--- src/rtl/hazard_pkg.sv ---
// Shared constants for the pipeline hazard controller.
package hazard_pkg;

    // Pipeline register indices
    localparam int unsigned STG_PC       = 0;
    localparam int unsigned STG_IF_ID    = 1;
    localparam int unsigned STG_ID_EX    = 2;
    localparam int unsigned STG_EX_MEMWB = 3;

    // Load-use bubble counter width and its value type
    localparam int unsigned LU_CNT_W = 4;
    typedef logic [LU_CNT_W-1:0] lu_cnt_t;

    // Default stall watchdog threshold in cycles
    localparam int unsigned TIMEOUT_DEF = 1024;

endpackage

--- src/rtl/hazard_sat_cnt.sv ---
// Saturating up-counter with synchronous clear.
// o_sat_nxt_c flags that the count will sit at MAX after the coming edge.
module hazard_sat_cnt #(
    parameter  int unsigned MAX = 16,
    localparam int unsigned W   = $clog2(MAX + 1)
) (
    input  logic clk,
    input  logic rst,
    input  logic i_inc,
    input  logic i_clr,
    output logic o_sat_nxt_c
);

    logic [W-1:0] r_cnt;
    logic [W-1:0] w_cnt_nxt;

    // Next count: clear wins, otherwise increment until MAX
    always_comb begin
        w_cnt_nxt = r_cnt;
        if (i_clr) begin
            w_cnt_nxt = '0;
        end else if (i_inc && (r_cnt != W'(MAX))) begin
            w_cnt_nxt = r_cnt + W'(1);
        end
    end

    // Count register
    always_ff @(posedge clk) begin
        if (rst) begin
            r_cnt <= '0;
        end else begin
            r_cnt <= w_cnt_nxt;
        end
    end

    assign o_sat_nxt_c = (w_cnt_nxt == W'(MAX));

endmodule

--- src/rtl/hazard_ctrl.sv ---
// Pipeline stall/flush controller: per-register hold and bubble enables,
// pending redirect across stalls, multi-cycle load-use bubbles and a
// sticky stall watchdog.
// Optional build macro HAZARD_PERF_CNT_EN adds stall/bubble cycle counters.
module hazard_ctrl
    import hazard_pkg::*;
#(
    parameter int unsigned STAGES    = STG_EX_MEMWB + 1,
    parameter int unsigned LU_STAGE  = STG_ID_EX,
    parameter int unsigned LU_CYCLES = 1,
    parameter int unsigned TIMEOUT   = TIMEOUT_DEF,
    parameter int unsigned PERF_W    = 32
) (
    input  logic              clk,
    input  logic              rst,
    input  logic [STAGES-1:0] stall_req,
    input  logic [STAGES-1:0] flush_req,
    input  logic              redirect,
    input  logic              load_use,
    output logic [STAGES-1:0] stall,
    output logic [STAGES-1:0] flush,
    output logic              lu_active,
    output logic              stall_timeout
`ifdef HAZARD_PERF_CNT_EN
    ,
    output logic [PERF_W-1:0] perf_stall_cycles,
    output logic [PERF_W-1:0] perf_bubble_cycles
`endif
);

    logic [STAGES-1:0] w_stall;
    logic [STAGES-1:0] w_flush;
    logic [STAGES-1:0] w_redir_f;
    logic              w_req_acc;
    logic              w_hold_lu;
    lu_cnt_t           r_lu_cnt;
    lu_cnt_t           w_lu_cnt_nxt;
    logic              r_pend_redir;
    logic              w_pend_redir_nxt;
    logic              r_timeout;
    logic              w_sat_nxt;

    // Stall: any downstream request holds everything upstream; a live
    // load-use count holds the registers feeding the bubble stage
    always_comb begin
        w_hold_lu = (r_lu_cnt != '0);
        w_req_acc = 1'b0;
        w_stall   = '0;
        for (int i = STAGES - 1; i >= 0; i--) begin
            w_req_acc  = w_req_acc | stall_req[i];
            w_stall[i] = w_req_acc | (w_hold_lu & (i < int'(LU_STAGE)));
        end
    end

    // Bubble insertion: a held register never flushes; bit 0 has no bubble
    always_comb begin
        w_redir_f            = '0;
        w_redir_f[STG_IF_ID] = redirect | r_pend_redir;
        w_flush              = '0;
        for (int i = 1; i < int'(STAGES); i++) begin
            w_flush[i] = ~w_stall[i] & (w_stall[i-1] | flush_req[i] | w_redir_f[i]);
        end
    end

    // Redirect that hits a stalled IF/ID waits until the bubble is taken
    always_comb begin
        w_pend_redir_nxt = (r_pend_redir | (redirect & w_stall[STG_IF_ID]))
                         & ~w_flush[STG_IF_ID];
    end

    // Load-use counter: reload on every event, drain only while the
    // bubble stage is free to accept a bubble
    always_comb begin
        w_lu_cnt_nxt = r_lu_cnt;
        if (load_use) begin
            w_lu_cnt_nxt = LU_CNT_W'(LU_CYCLES);
        end else if (w_hold_lu && !w_stall[LU_STAGE]) begin
            w_lu_cnt_nxt = r_lu_cnt - LU_CNT_W'(1);
        end
    end

    // Watchdog: consecutive PC stall cycles, saturating at TIMEOUT
    hazard_sat_cnt #(
        .MAX (TIMEOUT)
    ) u_wdog (
        .clk         (clk),
        .rst         (rst),
        .i_inc       (w_stall[STG_PC]),
        .i_clr       (~w_stall[STG_PC]),
        .o_sat_nxt_c (w_sat_nxt)
    );

    // Controller state registers
    always_ff @(posedge clk) begin
        if (rst) begin
            r_lu_cnt     <= '0;
            r_pend_redir <= 1'b0;
            r_timeout    <= 1'b0;
        end else begin
            r_lu_cnt     <= w_lu_cnt_nxt;
            r_pend_redir <= w_pend_redir_nxt;
            r_timeout    <= r_timeout | w_sat_nxt;
        end
    end

    // Hold/bubble outputs are forced low while reset is asserted
    assign stall         = rst ? '0 : w_stall;
    assign flush         = rst ? '0 : w_flush;
    assign lu_active     = ~rst & w_hold_lu;
    assign stall_timeout = r_timeout;

`ifdef HAZARD_PERF_CNT_EN
    logic [PERF_W-1:0] r_perf_stall;
    logic [PERF_W-1:0] r_perf_bubble;

    // Free-running wrap-around counters of stall and bubble cycles
    always_ff @(posedge clk) begin
        if (rst) begin
            r_perf_stall  <= '0;
            r_perf_bubble <= '0;
        end else begin
            if (w_stall[STG_PC]) begin
                r_perf_stall <= r_perf_stall + PERF_W'(1);
            end
            if (|w_flush[STAGES-1:1]) begin
                r_perf_bubble <= r_perf_bubble + PERF_W'(1);
            end
        end
    end

    assign perf_stall_cycles  = r_perf_stall;
    assign perf_bubble_cycles = r_perf_bubble;
`else
    // Build without performance counters: no extra ports or state
`endif

endmodule

--- config.mk ---
export PLATFORM = sky130hd
export DESIGN_NAME = hazard_ctrl
export DESIGN_NICKNAME = d
export VERILOG_FILES = /design/src/rtl/hazard_pkg.sv /design/src/rtl/hazard_sat_cnt.sv /design/src/rtl/hazard_ctrl.sv
export SDC_FILE = /design/constraint.sdc
export NUM_CORES = 1
export LEC_CHECK = 0
export BUFFER_PORTS_ARGS = -buffer_cell sky130_fd_sc_hd__buf_2
export CORE_ASPECT_RATIO = 1.5
export CORE_MARGIN = 3
export CORE_UTILIZATION = 30
export DETAILED_ROUTE_END_ITERATION = 8
export PLACE_DENSITY_LB_ADDON = 0.1
export SETUP_SLACK_MARGIN = 0.2
export SLEW_MARGIN = 20
export SYNTH_ARGS = -nofsm -noshare
export SYNTH_HDL_FRONTEND = slang
export SYNTH_HIERARCHICAL = 1
export SYNTH_SLANG_ARGS = --single-unit
--- constraint.sdc ---
create_clock -name clk -period 3.2 [get_ports clk]
set_input_delay 0.64 -clock clk [delete_from_list [all_inputs] [get_ports clk]]
set_output_delay 0.64 -clock clk [all_outputs]
set_load 0.02 [all_outputs]
# Word-level counts from Yosys, hierarchy flattened
# Cells that the tools add are included.
# totals
regBits,17
inputBits,12
wordCells,44
# classes
addsub,2
n_eq_ne,2
mux,6
bitwise,23
reduce_logical,6
# ops
operator,n
two-way mux 11 bit,2
OR 1 bit,12
"adder 11 x 1 -> 11 bit, second input constant",1
"equality test 11 bit, second input constant",1
"inequality test 11 bit, second input constant",1
two-way mux 4 bit,2
bitwise AND 1 bit,6
inverter 1 bit,5
nonzero test 4 bit,1
"subtractor 4 x 1 -> 4 bit, second input constant",1
logical AND 1 bit,2
two-way mux 1 bit,2
nonzero test 2 bit,1
OR reduction 2 bit,1
logical NOT 1 bit,1

# Logic depth before layout (Yosys ltp)
# Gate-level depths: netlist of run 1.
# logic_depth
ltp_word,9
ltp_mapped,13

# Hierarchy
# Netlist of run 1, hierarchy kept.
# modules_own_cells
module,n_inst,cells_per_inst,area_each_um2
hazard_sat_cnt,1,81,711.9
hazard_ctrl,1,50,410.4

# Least setup slack after synthesis of run 1
# Ideal clock, no wire load.
# synth_path
kind,register to register
startpoint,register r_lu_cnt[0]
endpoint,register r_timeout (netlist: stall_timeout)
t_arrival_ps,2788
required_time_ps,3135
setup_slack_ps,347
path_stages_with_launch,14
n_path_buf,1
synth_period_minus_slack_ps,2853
path_cell_list,dfxtp_1 -> inv_1 -> ha_1 -> or3b_1 -> buf_6 -> nor4b_4 -> inv_1 -> nand4_4 -> nor3_1 -> xor2_1 -> or4_4 -> nor4_2 -> nor2_1 -> nor2_1
# synth_via
elab_chain_cells,7
# synth_rtl
item,line_no,rtl
from (decl),hazard_ctrl.sv:36,lu_cnt_t r_lu_cnt;
from (signal assigned),hazard_ctrl.sv:100,r_lu_cnt <= w_lu_cnt_nxt;
nonzero test 4 bit *,hazard_ctrl.sv:46,w_hold_lu = (r_lu_cnt != '0);
OR 1 bit *,hazard_ctrl.sv:51,w_stall[i] = w_req_acc | (w_hold_lu & (i < int'(LU_STAGE)));
named net w_stall[0],hazard_ctrl.sv:31,logic [STAGES-1:0] w_stall;
logical AND 1 bit,hazard_sat_cnt.sv:22,end else if (i_inc && (r_cnt != W'(MAX))) begin
two-way mux 11 bit,hazard_sat_cnt.sv:22,
two-way mux 11 bit *,hazard_sat_cnt.sv:20,if (i_clr) begin
equality test 11 bit *,hazard_sat_cnt.sv:36,assign o_sat_nxt_c = (w_cnt_nxt == W'(MAX));
named net w_sat_nxt,hazard_ctrl.sv:41,logic w_sat_nxt;
OR 1 bit *,hazard_ctrl.sv:102,r_timeout <= r_timeout | w_sat_nxt;
to (signal assigned),hazard_ctrl.sv:102,
to (decl),hazard_ctrl.sv:40,logic r_timeout;
# Mark *: on every way through the listed nets, which the timed path passes. The rest lies on a longest branch.
# A chain may end at the register's enable or synchronous reset.

# Final worst setup path of run 1
# Same ends and word-level chain as after synthesis.

==> run summary, run 1 <==
Die X - 55.9 um
core area - 0.00351 mm^2
Area growth syn-to-layout - 15.9%
share of layout cells above drive strength 1 - 28.3%
Synth Flop Type - dfxtp_1
clock insertion delay at the later pin of the skew report - 0.26 ns
Via density - 4.94
placed cell count - 190
Fmax achieved - 0.369 GHz
Critical Path RT - 3.40 ns
setup TNS - 0 ns
final instance area - 0.00130 mm^2
CTS Root Cell - clkbuf_8
Worst-path clk slew - 0.08 ns
fraction of registers with async set or reset after synthesis - 0%
Post-DP Area - 0.00125 mm^2
Final Hold Fails - 0
crit path DAT - 2.91 ns
Hold/Removal Path Class - register to register
clk_skew - 0.00967 ns
CTS Buf Count - 3
Post-DP HPWL - 1960 um
number of synthesized flops with an enable pin - 0
pre-CTS setup slack - 0.413 ns
Final min period - 2.71 ns
nets@finish - 168
Final Max Slew Viols - 0
Site Rows - 26
Startpoint Class - register
CTS max path bufs - 2
Worst setup EP type - register
Seq/Total Area, Yosys - 30.3%
final cell count without fillers - 194
Pre-Repair DR Iteration Count - 4
Die Y - 80.9 um
# IOs - 22
unrepaired setup endpoints after global routing - false
fill count - 378
first-pass GRT wire length - 4310 um
antenna-violating nets left - 0
Yosys warnings - 6
die area - 0.00453 mm^2
met3 WL - 115 um
final WL - 2470 um
PnR worst setup slack - 0.492 ns
syn nets - 146
PwrDens - 370 mW/mm^2
CTS H-tree lvls - 1
Post CTS Setup Buffer Count - 0
vias in the first global route - 971
Synth Instances - 131
Max-cap violations - 0
peak supply drop - 241 uV
Iteration-0 DRC Markers - 33
# diodes - 0
initial antenna violation count - 0
status - completed
DR vias - 959
DR top layer - met4
CTS tree - done
wl on met1 - 1020 um
Hold Slack - 0.473 ns
Port Buf Inserts - 19
flops & latches, synth - 17
WL/cell - 12.7 um
Avg Inst Size Synth - 8.57 um^2
worst-path fanout max - 6
final setup violating endpoints - 0
RD Place Congestion - 0.835
TritonCTS sink count - 17
Netlist cell types - 43
GRT Overall Usage - 12.1%
metal2 WL - 1290 um
most common cell after layout, fill and taps aside - nor2_1
most frequent cells in the layout - nor2_1, buf_2, dfxtp_1
largest net degree at the start of global routing - 16
WS Path Type - register to register
synthesized area - 0.00112 mm^2
GRT overflow - 0
initial core utilization - 31.9%
CTS Hold Bufs - 0
drc violations - 0
Leak - 0.552 nW
Tcrit/Tclk final - 84.6%
post-CTS sizing - 0
==> cell families after synthesis <==
group                      share of synthesized area [%]
adders and majority gates                           3.34
buffers and inverters                               6.35
DFF                                                 30.3
and+or+nand+nor                                     39.1
AOI/OAI and AO/OA                                   7.25
xor gates and xnor gates                            7.02
other                                              0.334
muxes                                               6.24
==> cell usage after synthesis, types with 2 or more instances <==
| cell type | count | share of area [%] |
|---|---|---|
| or3_1 | 2 | 1.1 |
| nor2b_1 | 4 | 2.2 |
| nor2_1 | 22 | 7.4 |
| nand3_1 | 4 | 1.8 |
| or2_2 | 2 | 1.1 |
| dfxtp_1 | 17 | 30 |
| buf_6 | 2 | 2.0 |
| ha_1 | 3 | 3.3 |
| or4_4 | 2 | 2.0 |
| mux2i_1 | 7 | 6.2 |
| a21oi_1 | 3 | 1.3 |
| xor2_1 | 6 | 4.7 |
| clkbuf_1 | 2 | 0.67 |
| inv_1 | 9 | 3.0 |
| xnor2_1 | 3 | 2.3 |
| nand2_1 | 10 | 3.3 |
| nor3_1 | 4 | 1.8 |
| nand4_1 | 4 | 2.2 |
==> final cells by class <==
cell class,count,area [um^2],share of cell area (%)
Multi-Input combinational cell,100,711,54.6
Sequential cell,17,340,26.2
Timing Repair Buffer,22,118,9.04
Tap cell,42,52.6,4.04
Clock buffer,3,41.3,3.17
Inverter,9,33.8,2.60
Clock inverter,1,5.00,0.385
==> registers in the layout, summed over array words and instances (netlist names) <==
signal	cells
u_wdog/r_cnt	11
stall_timeout	1
r_lu_cnt	4
r_pend_redir	1
==> power by group <==
part           switching, mW  internal (mW)  leakage, nW  total, mW
combinational         0.0535         0.0373        0.389     0.0908
clock                 0.0790         0.0865       0.0255      0.165
sequential           0.00731          0.218        0.138      0.226
total                  0.140          0.342        0.552      0.482
==> per-layer routing <==
layer  global-route usage [%]  vias up
li1                         -      485
met1                     12.8      434
met2                     22.7       34
met3                     2.38        6
met4                     5.94        0
met5                        0        -
==> per-stage QoR <==
stage	util, %	power (mW)
6_report	37.0	0.482
5_1_grt	37.0	0.513
4_1_cts	37.0	0.492
3_5_place_dp	35.7	0.322
3_3_place_gp	35.7	0.320
2_1_floorplan	-	0.293
==> worst paths after layout <==
kind                            startpoint                  endpoint  slack, ns  cells past startpoint
hold reg to reg   stall_timeout$_SDFF_PP0_  stall_timeout$_SDFF_PP0_       0.47                      2
setup reg to reg  r_lu_cnt[0]$_SDFFE_PP0P_  stall_timeout$_SDFF_PP0_       0.49                     12
setup / recovery  r_lu_cnt[0]$_SDFFE_PP0P_  stall_timeout$_SDFF_PP0_       0.49                     12
hold / removal    stall_timeout$_SDFF_PP0_  stall_timeout$_SDFF_PP0_       0.47                      2
==> worst max-delay path, cell delays in order, from the launching register on <==
cell and delay [ns]:
dfxtp_1 0.31, inv_1 0.09, ha_1 0.16, or3b_1 0.42, nor4b_4 0.31, inv_2 0.13, nand4_4 0.14, nor3_1 0.07
xor2_1 0.16, or4_4 0.49, nor4_2 0.22, nor2_1 0.08, nor2_1 0.07
(Power assumes the default switching activity.)
==> run 2: changes to the inputs <==
Clock period 3.2 ns to 2.5 ns, I/O delays scaled along.
==> run 2 against run 1 <==
  * The run now ends with negative setup slack left
  * Register-to-register slack worse by 0.44 ns
  * Non-clock buffer count up 20
  * Die area is the same
  * Critical path type is now register to output pin
  * Largest power group unchanged
  * Highest routed layer unchanged
==> run summary, run 2 (synthesis results as in run 1) <==
status - finished, violations left
failing checks - negative setup slack
GRT Overall Usage - 12.2%
PwrDens - 420 mW/mm^2
met3 WL - 58 um
R2R Path End - stall_timeout$_SDFF_PP0_
Area growth syn-to-layout - 37.3%
core area - 0.00351 mm^2
final instance area - 0.00154 mm^2
Reg2Reg Launch Point - r_lu_cnt[0]$_SDFFE_PP0P_
share of layout cells above drive strength 1 - 40.7%
Site Rows - 26
Pre-Repair DR Iteration Count - 4
CTS Buf Count - 3
PnR worst setup slack - -0.0604 ns
TritonCTS sink count - 17
final WL - 2660 um
Fmax achieved - 0.391 GHz
# diodes - 0
final setup violating endpoints - 1
Tcrit/Tclk final - 102%
Post-DP Area - 0.00134 mm^2
biggest regs - u_wdog/r_cnt x11, r_lu_cnt x4
wl on met1 - 1010 um
most flop-heavy register - u_wdog/r_cnt
RD Place Congestion - 0.767
Final min period - 2.56 ns
fill count - 363
Startpoint Class - register
WL/cell - 12.4 um
metal2 WL - 1540 um
Worst R2R Path Depth - 12
Leak - 0.663 nW
clk_skew - 0.00327 ns
Largest register FFs - 11
Final Max Slew Viols - 0
Port Buf Inserts - 19
WS Path Type - register to output pin
Tot Pwr - 648 uW
initial antenna violation count - 0
initial core utilization - 31.9%
R2R Setup Slk - 0.05 ns
# IOs - 22
antenna-violating nets left - 0
Die Y - 80.9 um
Hold Startpoint - load_use
CTS Hold Bufs - 0
CTS Root Cell - clkbuf_8
peak supply drop - 221 uV
CTS tree - done
Max-cap violations - 0
Final Hold Fails - 0
vias in the first global route - 1055
worst-path fanout max - 4
Worst-path clk slew - 0.07 ns
Critical Path RT - 2.00 ns
worst hold path depth - 2
clock insertion delay at the later pin of the skew report - 0.26 ns
most common cell after layout, fill and taps aside - nor2_1
setup TNS - -0.0604 ns
largest net degree at the start of global routing - 16
CTS max path bufs - 2
drc violations - 0
Hold/Removal Path Class - input pin to register
pre-CTS setup slack - -0.0625 ns
nets@finish - 188
Seq. cell area - 343 um^2
first-pass GRT wire length - 4420 um
end of the worst hold path - r_lu_cnt[1]$_SDFFE_PP0P_
Via density - 4.90
Hold Slack - 0.455 ns
most frequent cells in the layout - nor2_1, buf_4, dfxtp_1
crit path DAT - 2.06 ns
DR vias - 1048
unrepaired setup endpoints after global routing - true
Worst setup EP type - output pin
CTS H-tree lvls - 1
Multi-input gate area - 753 um^2
Post-DP HPWL - 2040 um
DR top layer - met4
Iteration-0 DRC Markers - 16
die area - 0.00453 mm^2
GRT overflow - 0
Die X - 55.9 um
[run 2: cell count changes in the layout (fill, tap and decap cells not counted), sizes merged]
| cell | delta |
|---|---|
| buf | +20 |
| clkbuf | +1 |
| clkinv | -1 |
[run 2: repair_timing]
item / CTS / global route
buffers inserted: 8 / 3
pin swaps: 2 / 3
resized for setup: 5 / 14
setup endpoints to repair: 5 / 6
hold endpoints to repair: 0 / 0
[run 2: routing by layer]
| layer | vias up | global-route usage (%) |
|---|---|---|
| met1 | 502 | 12.1 |
| met4 | 0 | 4.99 |
| li1 | 531 | - |
| met3 | 5 | 1.91 |
| met2 | 10 | 24.8 |
| met5 | - | 0 |
[run 2: critical path: stages, from the launching register on]
cell	delay, ns
dfxtp_2	0.33
inv_2	0.07
ha_4	0.12
or3b_4	0.39
buf_4	0.15
buf_6	0.12
nor4_4	0.30
and3_1	0.22
buf_6	0.12
[run 2: worst max path at each step]
| stage | from | slack [ns] | endpoint |
|---|---|---|---|
| finish | r_lu_cnt[0]$_SDFFE_PP0P_ | -0.06 | flush[1] |
| floorplan | r_lu_cnt[0]$_SDFFE_PP0P_ | -0.15 | stall_timeout$_SDFF_PP0_ |
| detailed placement | r_lu_cnt[0]$_SDFFE_PP0P_ | -0.06 | stall_timeout$_SDFF_PP0_ |
| global placement | r_lu_cnt[0]$_SDFFE_PP0P_ | -0.04 | stall_timeout$_SDFF_PP0_ |
| CTS | r_lu_cnt[0]$_SDFFE_PP0P_ | 0.02 | stall_timeout$_SDFF_PP0_ |
| global route | r_lu_cnt[0]$_SDFFE_PP0P_ | -0.16 | stall_timeout$_SDFF_PP0_ |
[run 2: area by class of cell]
class	instances	area share [%]
multi-input cells	100	48.9
flip-flops and latches	17	22.2
repair buffers	42	20.4
well taps	42	3.41
clock buffers	4	2.92
inverters	9	2.19
[run 2: through the flow]
step           std cells  utilization [%]
4_1_cts              211             41.7
3_3_place_gp         199             38.2
2_1_floorplan        131                -
3_5_place_dp         199             38.2
6_report             214             43.9
5_1_grt              214             43.9
[run 2: power breakdown]
group | switching [mW] | leakage [nW] | internal [mW]
clock | 0.0984 | 0.0228 | 0.113
sequential | 0.00988 | 0.139 | 0.280
combinational | 0.0762 | 0.502 | 0.0701
==> run 3: changes to the inputs <==
Settings changed: RECOVER_POWER set to 50.
==> run 3 against run 2 <==
  * The flow still finishes with violations (negative setup slack)
  * Maximum frequency hardly changed
  * Power is essentially flat
  * Sequential share of layout area up 0.054 points
  * Global-route usage is the same
  * Cell area is 0.24% lower
  * Count of clock-buffer cells in the layout is the same
  * Non-clock buffer count stayed put
  * Register-to-register slack about the same
  * Via count stayed put
  * Flip-flop and latch count did not move
  * First-iteration DRC count rose by 6.3%
  * Largest power group unchanged
==> run summary, run 3 (synthesis results as in run 1) <==
status - finished, violations left
failing checks - negative setup slack
CTS tree - done
vias in the first global route - 1055
fill count - 362
most common cell after layout, fill and taps aside - nor2_1
largest net degree at the start of global routing - 16
Pint - 463 uW
Reg2Reg Launch Point - r_lu_cnt[0]$_SDFFE_PP0P_
Fmax achieved - 0.391 GHz
Critical Path RT - 2.00 ns
final setup violating endpoints - 1
Sw Pwr - 185 uW
Comb pwr share - 22.5%
CP startpoint - r_lu_cnt[0]$_SDFFE_PP0P_
biggest regs - u_wdog/r_cnt x11, r_lu_cnt x4
# IOs - 22
die area - 0.00453 mm^2
setup TNS - -0.0603 ns
RD Place Congestion - 0.767
Site Rows - 26
TritonCTS sink count - 17
post-layout util - 43.8%
Die Y - 80.9 um
CTS max path bufs - 2
share of layout cells above drive strength 1 - 39.0%
PnR worst setup slack - -0.0603 ns
Startpoint Class - register
crit path DAT - 2.06 ns
Iteration-0 DRC Markers - 17
clock share of power - 32.7%
most frequent cells in the layout - nor2_1, buf_4, dfxtp_1
unrepaired setup endpoints after global routing - true
initial antenna violation count - 0
GRT Overall Usage - 12.2%
Final Max Slew Viols - 0
CTS Root Cell - clkbuf_8
proportion of power drawn by flip-flops and latches - 44.7%
most flop-heavy register - u_wdog/r_cnt
Max-cap violations - 0
Largest register FFs - 11
pre-CTS setup slack - -0.0625 ns
GRT overflow - 0
# diodes - 0
CTS Buf Count - 3
first-pass GRT wire length - 4420 um
Worst-path clk slew - 0.07 ns
WL/cell - 12.4 um
clock insertion delay at the later pin of the skew report - 0.26 ns
CTS H-tree lvls - 1
core area - 0.00351 mm^2
Port Buf Inserts - 19
final WL - 2660 um
DR vias - 1048
Pre-Repair DR Iteration Count - 4
Hold/Removal Path Class - input pin to register
Die X - 55.9 um
final instance area - 0.00154 mm^2
Final min period - 2.56 ns
clk_skew - 0.00335 ns
Post-DP HPWL - 2040 um
Final Hold Fails - 0
Tcrit/Tclk final - 102%
R2R Path End - stall_timeout$_SDFF_PP0_
crit path to - flush[1]
antenna-violating nets left - 0
R2R Setup Slk - 0.05 ns
Worst setup EP type - output pin
switch share - 28.5%
drc violations - 0
Post-DP Area - 0.00134 mm^2
worst-path fanout max - 4
Area growth syn-to-layout - 37.0%
peak supply drop - 221 uV
initial core utilization - 31.9%
WS Path Type - register to output pin
Via density - 4.90
PwrDens - 421 mW/mm^2
nets@finish - 188
Leak - 0.652 nW
Worst R2R Path Depth - 12
Tot Pwr - 648 uW
[run 3: metrics by stage]
stage | hold slack [ns] | cells
detailed placement | 0.451 | 199
global placement | 0.447 | 199
CTS | 0.457 | 211
global route | 0.484 | 214
floorplan | 0.442 | 131
finish | 0.455 | 214
[run 3: cell type report]
class / count / area [um^2] / area share, %
sequential: 17 / 343 / 22.3
timing repair buffer: 42 / 310 / 20.2
multi-input combinational: 100 / 753 / 49.0
tap: 42 / 52.6 / 3.42
inverter: 9 / 33.8 / 2.20
clock buffer: 4 / 45.0 / 2.93
[run 3: power groups by stage]
stage / sequential (mW) / clock [mW] / combinational, mW
after detailed placement: 0.296 / 0 / 0.125
after floorplan: 0.293 / 0 / 0.0838
final: 0.290 / 0.212 / 0.146
after CTS: 0.290 / 0.223 / 0.133
after global placement: 0.295 / 0 / 0.122
after global routing: 0.290 / 0.230 / 0.161
[run 3: worst max-delay path, cell delays in order (launching register included)]
cell,delay (ns)
dfxtp_2,0.33
inv_2,0.07
ha_4,0.12
or3b_4,0.39
buf_4,0.15
buf_6,0.12
nor4_4,0.30
and3_1,0.22
buf_6,0.12
[run 3: worst min path at each step]
stage / from / endpoint / slack [ns] / cells past startpoint
3_3_place_gp: stall_timeout$_SDFF_PP0_ / stall_timeout$_SDFF_PP0_ / 0.45 / 2
5_1_grt: load_use / r_lu_cnt[1]$_SDFFE_PP0P_ / 0.48 / 2
3_5_place_dp: stall_timeout$_SDFF_PP0_ / stall_timeout$_SDFF_PP0_ / 0.45 / 2
2_1_floorplan: r_lu_cnt[3]$_SDFFE_PP0P_ / r_lu_cnt[3]$_SDFFE_PP0P_ / 0.44 / 2
4_1_cts: load_use / r_lu_cnt[1]$_SDFFE_PP0P_ / 0.46 / 2
6_report: load_use / r_lu_cnt[1]$_SDFFE_PP0P_ / 0.45 / 2
[run 3: per-layer routing]
metal	track usage, %	part of all wire (%)	vias to the layer above
met3	1.91	2.2	5
met2	24.8	58	10
met4	4.99	1.9	0
li1	-	-	531
met5	0	0	-
met1	12.1	38	502
[run 3: what timing repair did]
action                                  4_1_cts  5_1_grt
hold buffers                                  0        0
endpoints found under the setup margin        5        6
gates cloned                                  0        0
buffers inserted                              8        3
resized for setup                             5       14
pin swaps                                     2        3
